File: src/rtl/mod_segment_swapper_pkg.sv
`default_nettype none
// ============================================================================
// Module      : mod_segment_swapper_pkg
// Description : Modulation settings type, transition-mode codes, swap
//               controller state encoding and mode-validity helper.
//               Optional feature macro: MOD_EXT_MODE_EN (EXT mode 0xF0).
// Revision    : 1.0 - initial release
// ============================================================================
package mod_segment_swapper_pkg;

    // Width of the sampler index space carried in CYCLE
    localparam int MOD_DEPTH = 15;

    localparam logic [7:0]  TRANSITION_MODE_SYNC_IDX  = 8'h00;
    localparam logic [7:0]  TRANSITION_MODE_SYS_TIME  = 8'h01;
    localparam logic [7:0]  TRANSITION_MODE_GPIO      = 8'h02;
    localparam logic [7:0]  TRANSITION_MODE_EXT       = 8'hF0;
    localparam logic [7:0]  TRANSITION_MODE_IMMEDIATE = 8'hFF;

    // Repeat count meaning "play forever"
    localparam logic [15:0] REP_INFINITE = 16'hFFFF;

    typedef enum logic [1:0] {
        ST_RUN     = 2'd0,
        ST_PENDING = 2'd1,
        ST_FINITE  = 2'd2,
        ST_HOLD    = 2'd3
    } swap_state_t;

    typedef struct packed {
        logic                       UPDATE;
        logic                       REQ_RD_SEGMENT;
        logic [7:0]                 TRANSITION_MODE;
        logic [63:0]                TRANSITION_VALUE;
        logic [1:0][15:0]           REP;
        logic [1:0][MOD_DEPTH-1:0]  CYCLE;
    } mod_settings_t;

    // True for transition codes this build understands; others are dropped
    function automatic logic is_valid_mode(input logic [7:0] mode);
        case (mode)
            TRANSITION_MODE_SYNC_IDX,
            TRANSITION_MODE_SYS_TIME,
            TRANSITION_MODE_GPIO,
            TRANSITION_MODE_IMMEDIATE: return 1'b1;
`ifdef MOD_EXT_MODE_EN
            TRANSITION_MODE_EXT:       return 1'b1;
`endif
            default:                   return 1'b0;
        endcase
    endfunction

endpackage
`default_nettype wire

File: src/rtl/mod_segment_swapper_gpio_sync.sv
`default_nettype none
// ============================================================================
// Module      : gpio_edge_sync
// Description : Two-flop synchroniser for asynchronous trigger pins with a
//               registered per-bit rising-edge pulse. Async active-high reset.
// Revision    : 1.0 - initial release
// ============================================================================
module gpio_edge_sync
    import mod_segment_swapper_pkg::*;
#(
    parameter int WIDTH = 4
) (
    input  logic             clk,
    input  logic             rst,
    input  logic [WIDTH-1:0] i_async,
    output logic [WIDTH-1:0] o_rise
);

    logic [WIDTH-1:0] r_meta;
    logic [WIDTH-1:0] r_sync;
    logic [WIDTH-1:0] r_sync_d;
    logic [WIDTH-1:0] r_rise;

    // Resolve metastability, keep previous level and register the edge pulse
    always_ff @(posedge clk or posedge rst) begin
        if (rst) begin
            r_meta   <= '0;
            r_sync   <= '0;
            r_sync_d <= '0;
            r_rise   <= '0;
        end else begin
            r_meta   <= i_async;
            r_sync   <= r_meta;
            r_sync_d <= r_sync;
            r_rise   <= r_sync & ~r_sync_d;
        end
    end

    assign o_rise = r_rise;

endmodule
`default_nettype wire

File: src/rtl/mod_segment_swapper.sv
`default_nettype none
// ============================================================================
// Module      : mod_segment_swapper
// Description : Modulation segment swap controller. Latches segment requests,
//               waits for the requested trigger, swaps the sampler's segment
//               and stops it after a finite repeat count.
//               Optional feature macro: MOD_EXT_MODE_EN (auto-alternating EXT).
// Revision    : 1.0 - initial release
// ============================================================================
module mod_segment_swapper
    import mod_segment_swapper_pkg::*;
#(
    parameter int DEPTH = 15
) (
    input  logic          CLK,
    input  logic          RST,
    input  mod_settings_t MOD_SETTINGS,
    input  logic [63:0]   SYS_TIME,
    input  logic          LOOP_END,
    input  logic [3:0]    GPIO_IN,
    output logic          SEGMENT,
    output logic          STOP,
    output logic          SWAP,
    output logic [15:0]   LOOP_CNT
);

    swap_state_t r_state;
    swap_state_t w_state_next;

    logic        r_segment;
    logic        r_stop;
    logic        r_swap;
    logic [15:0] r_loop_cnt;
    logic        w_segment_next;
    logic        w_stop_next;
    logic        w_swap_next;
    logic [15:0] w_loop_cnt_next;

    // Pending request; also governs the FINITE run it launches
    logic        r_req_segment;
    logic [7:0]  r_req_mode;
    logic [63:0] r_req_value;
    logic [15:0] r_req_rep;
    logic        r_time_ge;

    logic [3:0]  w_gpio_rise;
    logic        w_update_ok;
    logic        w_trigger_cond;
    logic        w_trigger;
    logic        w_loop_evt;
    logic        w_loop_last;
    logic        w_ext_active;

    // The sampler owns the index space; CYCLE is only passed through here
    logic [DEPTH-1:0] w_unused_cycle;
    logic             w_unused;
    assign w_unused_cycle = MOD_SETTINGS.CYCLE[r_segment];
    assign w_unused       = ^{w_unused_cycle, MOD_SETTINGS.CYCLE};

    gpio_edge_sync #(
        .WIDTH (4)
    ) u_gpio_sync (
        .clk     (CLK),
        .rst     (RST),
        .i_async (GPIO_IN),
        .o_rise  (w_gpio_rise)
    );

    // Unknown transition codes are dropped entirely: no latch, no state change
    assign w_update_ok = MOD_SETTINGS.UPDATE && is_valid_mode(MOD_SETTINGS.TRANSITION_MODE);

`ifdef MOD_EXT_MODE_EN
    assign w_ext_active = (r_req_mode == TRANSITION_MODE_EXT);
`else
    assign w_ext_active = 1'b0;
`endif

    // Trigger condition of the pending request; a stopped sampler never emits
    // LOOP_END, so index-synchronous requests fire at once while stopped
    always_comb begin
        w_trigger_cond = 1'b0;
        case (r_req_mode)
            TRANSITION_MODE_SYNC_IDX:  w_trigger_cond = LOOP_END | r_stop;
            TRANSITION_MODE_SYS_TIME:  w_trigger_cond = r_time_ge;
            TRANSITION_MODE_GPIO:      w_trigger_cond = w_gpio_rise[r_req_value[1:0]];
            TRANSITION_MODE_IMMEDIATE: w_trigger_cond = 1'b1;
`ifdef MOD_EXT_MODE_EN
            TRANSITION_MODE_EXT:       w_trigger_cond = LOOP_END | r_stop;
`endif
            default:                   w_trigger_cond = 1'b0;
        endcase
    end

    // A fresh valid UPDATE overrides both a pending trigger and a loop count
    assign w_trigger   = (r_state == ST_PENDING) && !w_update_ok && w_trigger_cond;
    assign w_loop_evt  = (r_state == ST_FINITE) && LOOP_END && !w_update_ok;
    assign w_loop_last = w_loop_evt && (r_loop_cnt == r_req_rep);

    // State register
    always_ff @(posedge CLK or posedge RST) begin
        if (RST) begin
            r_state <= ST_RUN;
        end else begin
            r_state <= w_state_next;
        end
    end

    // Next-state decode
    always_comb begin
        w_state_next = r_state;
        if (w_update_ok) begin
            w_state_next = ST_PENDING;
        end else if (w_trigger) begin
            w_state_next = (r_req_rep == REP_INFINITE) ? ST_RUN : ST_FINITE;
        end else if (w_loop_last && !w_ext_active) begin
            w_state_next = ST_HOLD;
        end
    end

    // Output next values: swap on trigger, count loops, stop or alternate at end
    always_comb begin
        w_segment_next  = r_segment;
        w_stop_next     = r_stop;
        w_swap_next     = 1'b0;
        w_loop_cnt_next = r_loop_cnt;
        if (w_trigger) begin
            w_segment_next  = r_req_segment;
            w_stop_next     = 1'b0;
            w_swap_next     = 1'b1;
            w_loop_cnt_next = '0;
        end else if (w_loop_evt) begin
            w_loop_cnt_next = r_loop_cnt + 16'd1;
            if (w_loop_last) begin
                w_swap_next = 1'b1;
                if (w_ext_active) begin
                    w_segment_next  = ~r_segment;
                    w_loop_cnt_next = '0;
                end else begin
                    w_stop_next = 1'b1;
                end
            end
        end
    end

    // Output registers, request latch and registered time comparison
    always_ff @(posedge CLK or posedge RST) begin
        if (RST) begin
            r_segment     <= 1'b0;
            r_stop        <= 1'b0;
            r_swap        <= 1'b0;
            r_loop_cnt    <= '0;
            r_req_segment <= 1'b0;
            r_req_mode    <= TRANSITION_MODE_SYNC_IDX;
            r_req_value   <= '0;
            r_req_rep     <= '0;
            r_time_ge     <= 1'b0;
        end else begin
            r_segment  <= w_segment_next;
            r_stop     <= w_stop_next;
            r_swap     <= w_swap_next;
            r_loop_cnt <= w_loop_cnt_next;
            if (w_update_ok) begin
                r_req_segment <= MOD_SETTINGS.REQ_RD_SEGMENT;
                r_req_mode    <= MOD_SETTINGS.TRANSITION_MODE;
                r_req_value   <= MOD_SETTINGS.TRANSITION_VALUE;
                r_req_rep     <= MOD_SETTINGS.REP[MOD_SETTINGS.REQ_RD_SEGMENT];
            end
            // Compare against the incoming value on UPDATE so a time already
            // in the past fires in the first pending cycle
            r_time_ge <= w_update_ok ? (SYS_TIME >= MOD_SETTINGS.TRANSITION_VALUE)
                                     : (SYS_TIME >= r_req_value);
        end
    end

    assign SEGMENT  = r_segment;
    assign STOP     = r_stop;
    assign SWAP     = r_swap;
    assign LOOP_CNT = r_loop_cnt;

endmodule
`default_nettype wire
File: config.mk
export PLATFORM = sky130hd
export DESIGN_NAME = mod_segment_swapper
export DESIGN_NICKNAME = d
export VERILOG_FILES = /design/src/rtl/mod_segment_swapper_pkg.sv /design/src/rtl/mod_segment_swapper_gpio_sync.sv /design/src/rtl/mod_segment_swapper.sv
export SDC_FILE = /design/constraint.sdc
export NUM_CORES = 1
export LEC_CHECK = 0
export BUFFER_PORTS_ARGS = -buffer_cell sky130_fd_sc_hd__buf_4
export CORE_UTILIZATION = 25
export CTS_BUF_LIST = sky130_fd_sc_hd__clkbuf_8
export CTS_CLUSTER_SIZE = 28
export DETAILED_ROUTE_END_ITERATION = 10
export PLACE_DENSITY_LB_ADDON = 0.08
export SYNTH_ARGS = -nofsm -noshare
export SYNTH_HDL_FRONTEND = slang
export SYNTH_SLANG_ARGS = --single-unit
export TNS_END_PERCENT = 50
File: constraint.sdc
create_clock -name CLK -period 5.15 [get_ports CLK]
set_input_delay 0.7725 -clock CLK [delete_from_list [all_inputs] [get_ports CLK]]
set_output_delay 0.7725 -clock CLK [all_outputs]
set_load 0.01 [all_outputs]
# Word level (Yosys, flattened, before mapping)
# Index checks and enable logic that the tools add are counted.
# Widths: inputs -> output; s select.
[word_totals] ff_bits=127 latch_bits=0 ramBits=0 mem_bits_ro=0 inputBits=207 output_inout_bits=19 word_cells=65 mem_count=0
[classes] addsub=1 n_mul=0 div_mod_pow=0 order_cmp=4 n_eq_ne=10 shifts=0 n_mux=19 n_bitwise=3 n_reduce_logical=14
[op_table] cell="$ge 64x64->1" n=2
[op_table] cell="$mux 16" n=4
[op_table] cell="$add 16x1->16 const B" n=1
[op_table] cell="$eq 16x16->1" n=1
[op_table] cell="$eq 16x16->1 const B" n=1
[op_table] cell="$eq 8x1->1 const B" n=2
[op_table] cell="$eq 8x2->1 const B" n=2
[op_table] cell="$eq 8x8->1 const B" n=2
[op_table] cell="$logic_not 8->1" n=2
[op_table] cell="$mux 1" n=9
[op_table] cell="$mux 2" n=4
[op_table] cell="$logic_and 1x1->1" n=6
[op_table] cell="$and 4x4->4" n=1
[op_table] cell="$not 4->4" n=1
[op_table] cell="$pmux 1 s4" n=1
[op_table] cell="$reduce_bool 2->1" n=2
[op_table] cell="$reduce_or 4->1" n=1
[op_table] cell="$lt 2x3->1 const B" n=1
[op_table] cell="$reduce_bool 3->1" n=1
[op_table] cell="$bmux 1 s2" n=1
[op_table] cell="$eq 2x1->1 const B" n=1
[op_table] cell="$eq 2x2->1 const B" n=1
[op_table] cell="$lt 1x2->1 const B" n=1
[op_table] cell="$reduce_and 2->1" n=1
[op_table] cell="2 further kinds" n=2

# Depth between registers and ports, before layout
[depth] depth_word=10 depth_mapped=9 depth_no_buf=9

# By module
# Synthesis repeated with hierarchy kept, for this count alone.
[unflattened] hier_cells=912 area_unflattened_um2=8219.1
[by_module_without_submodules] module="mod_segment_swapper" instances=1 cells_per_inst=891 area_each_um2=7759.9 seq_area_each_um2=2777.7
[by_module_without_submodules] module="gpio_edge_sync" instances=1 cells_per_inst=21 area_each_um2=459.2 seq_area_each_um2=400.4

# Worst setup path before layout
# Ideal clock, no wire load.
[synth_timing] kind="input-to-reg" from="in SYS_TIME[61]" to="reg r_time_ge" setup_time_ps=65 t_arrival_ps=2429 t_required_ps=5085 setup_slack_ps=2656 stages=7 n_path_buf=0 cell_sequence="ha_1 > nand4_1 > nor4_1 > nand3_1 > or4_1 > a31oi_1 > o22a_1"
[synth_between] elab_chain_len=2 word_cells_on_any_way=3 classes_between="order compare: 2; mux: 1"
[synth_lines] element="from (decl)" line_no="mod_segment_swapper.sv:18" source="input logic [63:0] SYS_TIME,"
[synth_lines] element="$ge 64x64->1 (on tied branches)" line_no="mod_segment_swapper.sv:171, mod_segment_swapper.sv:170"
[synth_lines] element="$mux 1 *" line_no="mod_segment_swapper.sv:170" source="r_time_ge <= w_update_ok ? (SYS_TIME >= MOD_SETTINGS.TRANSITION_VALUE)"
[synth_lines] element="to (signal assigned)" line_no="mod_segment_swapper.sv:170"
[synth_lines] element="to (decl)" line_no="mod_segment_swapper.sv:44" source="logic r_time_ge;"
# Mark *: on every way between the ends. The rest lies on a longest branch, timed or not.
# A chain may end at the register's enable or synchronous reset.

# Worst setup path after layout
[layout_timing] from="in MOD_SETTINGS[128] (netlist bit)" to="reg r_segment (netlist: SEGMENT)"
[layout_between] elab_chain_len=7 word_cells_on_any_way=10 classes_between="eq/ne: 3; mux: 1; reduce/logical: 6"
[layout_lines] element="from (decl)" line_no="mod_segment_swapper.sv:17" source="input mod_settings_t MOD_SETTINGS,"
[layout_lines] element="$eq 8x1->1 (tied with other cells)" line_no="mod_segment_swapper_pkg.sv:41" source="case (mode)"
[layout_lines] element="$reduce_or 4->1 *" line_no="mod_segment_swapper_pkg.sv:41"
[layout_lines] element="$mux 1 *" line_no="mod_segment_swapper_pkg.sv:41"
[layout_lines] element="$logic_and 1x1->1 *" line_no="mod_segment_swapper.sv:70" source="assign w_update_ok = MOD_SETTINGS.UPDATE && is_valid_mode(MOD_SETTINGS.TRANSITION_MODE);"
[layout_lines] element="$logic_not 1->1 *" line_no="mod_segment_swapper.sv:95" source="assign w_trigger = (r_state == ST_PENDING) && !w_update_ok && w_trigger_cond;"
[layout_lines] element="$logic_and 1x1->1 * (2 in series)" line_no="mod_segment_swapper.sv:95"
[layout_lines] element="to (signal assigned)" line_no="mod_segment_swapper.sv:158" source="r_segment <= w_segment_next;"
[layout_lines] element="to (decl)" line_no="mod_segment_swapper.sv:30" source="logic r_segment;"
# Marks and branches as above.

==> results.md <==
* CTS tree: done
* Xor/xnor share of the synthesized area at 0.03297
* WP depth at 8
* CTS Buffer Depth at 2
* Slew @ Worst Pin at around 0.97 ns
* Via Count at 6621
* Sequential area share after synthesis at 0.3860
* Met1 wire length at around 11000 um
* Vias per cell at ~4.3
* Area fraction in and, or, nand and nor cells after synthesis at 0.1396
* Hold Path Origin: u_gpio_sync.r_sync[3]
* Worst EP required at between 5 and 6 ns
* H-tree Lvls at 4
* Ys async rst share at 1.000
* CTS root buffer: clkbuf_8
* Initial antenna violation count at 0
* CP dominant cell by count: buf_4
* Period Utilization, post-route at 0.5376
* Syn avg cell area at between 9 and 10 um^2
* First-pass GRT wire length at 35120 um
* Clock skew at ~0.023 ns
* Die width at 183.5 um
* Routed WL at 21550 um
* Launch point of the worst reg-to-reg path: r_req_value[61]
* CTS Buf Count at 17
* Syn Nets at about 1200
* Synth unique cells at 42
* Final ANT Viol Nets at 0
* Worst path slowest cell: or4_4
* CP Max Fanout at 43
* Filler cell count at 3487
* Post-CTS Setup Inserts at 0
* Routed wl met2 at roughly 9900 um
* Worst-Skew Late Latency at roughly 0.44 ns
* Worst vdd ir at between 100 and 150 uV
* CTS Hold Buffers Added at 0
* Largest net degree at the start of global routing at approximately 100
* Type of origin of the critical path: input port
* CP bufs+invs at 2
* Post-synth EDFFs at 0
* Status: finished, final reports clean
* Leak at ~5.3 nW
* # rows at 66
* Yosys warnings at 0
* WHS at 0.3525 ns
* RSZ-0062 raised after global routing: false
* Post-synthesis mux area share at 0.03844
* Vias in the first global route at 6855
* Final setup fails at 0
* Multi-input gate area at between 4000 and 5000 um^2
* Most used flip-flop cell after synthesis: dfrtp_1
* I/O pins at between 200 and 250
* Adder-cell area share of the yosys netlist at 0.1960
* Synth Area in Compound Gates at 0.1333
* Post-Route Utilization at 0.3264
* CP Class: input port to flip-flop
* Critical Path AT at a little over 3 ns
* Die Area at between 30000 and 40000 um^2
* Final Hold Fails at 0
* Seq cells post-synth at between 100 and 150
* Commonest cells after routing, fill and taps aside: buf_4, inv_1, ha_1, dfrtp_1, nand2_1
* Slowest cell delay on critical path at between 0.5 and 0.6 ns
* Slew Viols, Final at 0
* Layout cells sized above 1 at 0.2228
* Max_cap viols at 0
* Hold Path Class: flip-flop to flip-flop
* PnR worst setup slack at roughly 2.4 ns
* FF-to-FF setup slack at ~2.5 ns
* Pre-CTS setup slack at 1.865 ns
* Worst reg2reg path depth at 8
* Clock sink total at between 100 and 150
* Critical path's top delay family: compound AO/OA/AOI/OAI gates
* Min Tclk post-route at roughly 2.8 ns
* Port-buffer cells at 195
* Post_cts resized at 0
* Reg clk slew, reported paths at ~0.09 ns
* GP Congestion at around 0.75
* First drt pass iteration count at 4
* Cells after synthesis at 904
* Nets at around 1400
* PD cells at ~280 nW/um^2
* Slew headroom at 0.3523
* FF/Latch Area at approximately 3200 um^2
* Die Span Y at roughly 180 um
* Core Footprint at roughly 32000 um^2
* Post-Syn Area at approximately 8200 um^2
* FMAX at between 300 and 400 MHz
* DP HPWL at approximately 17000 um
* Crit end category: flip-flop
* Area delta synth->final at 28.64%
* Wirelength per Cell at ~14 um
* Drt initial violations at roughly 230
* CP Launch Point: MOD_SETTINGS[128]
* Metal3 WL at between 800 and 900 um
* CP Cell Sequence: buf_4, or4_4, a2111oi_4, o21ai_4, buf_4, nor3b_1, a22o_1, mux2_2
* GRT overflow at 0
* Critical Path End: SEGMENT
* Reg2Reg Capture Point: r_time_ge
* GRT Overall Usage at 0.1343
* Main combinational cell family by area after synthesis: adder cells
* Diodes inserted at 0
* Setup tns final at 0 ns
* Top sig layer: met4
* DRC viols at 0
* Most common cell after layout, fill and taps aside: buf_4
* Starting Density at 0.2537
[metrics by stage]
| stage | cells | power, mW | instance area, um^2 |
|---|---|---|---|
| floorplan | 904 | 1.732 | 8234 |
| CTS | 1555 | 3.004 | 10590 |
| global placement | 1523 | 2.050 | 10190 |
| global route | 1555 | 3.182 | 10590 |
| detailed placement | 1523 | 2.059 | 10190 |
| finish | 1555 | 2.938 | 10590 |
[final cells by class]
| class | instances | area share |
|---|---|---|
| multi-input combinational | 623 | 0.4207 |
| sequential | 127 | 0.3000 |
| timing repair buffer | 200 | 0.1417 |
| tap | 442 | 0.05221 |
| inverter | 131 | 0.04689 |
| clock buffer | 17 | 0.02209 |
| clock inverter | 15 | 0.01630 |
[cells by family after synthesis]
family                   Yosys count
XOR/XNOR                          31
buffers and inverters            154
multiplexers                      29
flip-flops                       127
AO/OA/AOI/OAI                    189
adder cells (fa/ha/maj)          129
AND/OR/NAND/NOR                  245
[worst reg2reg max path, stage by stage, from the launching register on]
cell	delay (ns)
dfrtp_1	0.35
inv_1	0.05
ha_1	0.28
nand4_1	0.15
nor4_1	0.50
nand3_1	0.24
or4_1	0.62
a31oi_1	0.23
o22a_1	0.19
[power breakdown]
part	total, mW	internal (mW)	switching, mW
registers	1.26	1.14	0.120
clock network	0.916	0.447	0.470
logic	0.761	0.384	0.377
total	2.94	1.97	0.967
[registers in the layout (all words and copies together), names as in the netlist]
name                  cells
SWAP                      1
r_req_segment             1
r_req_rep                16
u_gpio_sync.r_sync        4
LOOP_CNT                 16
r_time_ge                 1
u_gpio_sync.o_rise        4
SEGMENT                   1
r_req_value              64
u_gpio_sync.r_sync_d      4
r_req_mode                8
u_gpio_sync.r_meta        4
r_state                   2
STOP                      1
[worst min-delay path by stage]
stage                              end  slack (ns)  cells after the start
6_report       u_gpio_sync.r_sync_d[3]        0.35                      0
5_1_grt        u_gpio_sync.r_sync_d[3]        0.36                      0
4_1_cts        u_gpio_sync.r_sync_d[3]        0.36                      0
3_5_place_dp     u_gpio_sync.r_sync[0]        0.34                      0
3_3_place_gp     u_gpio_sync.r_sync[3]        0.34                      0
2_1_floorplan    u_gpio_sync.r_sync[0]        0.33                      0
[synthesized netlist by cell type (all sizes together) (2+ instances only)]
| cell type | instances | area, um^2 |
|---|---|---|
| nor4b | 4 | 35.03 |
| o21ai | 101 | 509.2 |
| mux2 | 11 | 123.9 |
| xnor2 | 22 | 192.7 |
| inv | 131 | 491.7 |
| a2111oi | 4 | 53.81 |
| nand4 | 27 | 168.9 |
| dfrtp | 127 | 3178 |
| buf | 13 | 77.57 |
| a21oi | 40 | 200.2 |
| nor3b | 3 | 22.52 |
| a31oi | 3 | 18.77 |
| nand3 | 11 | 55.05 |
| and3 | 6 | 37.54 |
| or4 | 3 | 26.27 |
| nor2b | 10 | 62.56 |
| a221oi | 3 | 26.28 |
| mux2i | 17 | 170.2 |
| nor2 | 37 | 138.9 |
| nor4 | 5 | 31.28 |
| nand2 | 121 | 454.2 |
| ha | 129 | 1614 |
| nor3 | 9 | 45.04 |
| o31ai | 2 | 15.01 |
| xor2 | 9 | 78.83 |
| clkbuf | 10 | 37.54 |
| a211oi | 4 | 30.03 |
| a21o | 27 | 202.7 |
| and4 | 6 | 52.55 |
[metal layers]
metal,vias up,global-route usage
met1,3005,0.1834
met2,119,0.2168
met3,7,0.02971
met4,0,0.02700
li1,3490,-
met5,-,0
Note: power is estimated with default switching activity, not from simulation.
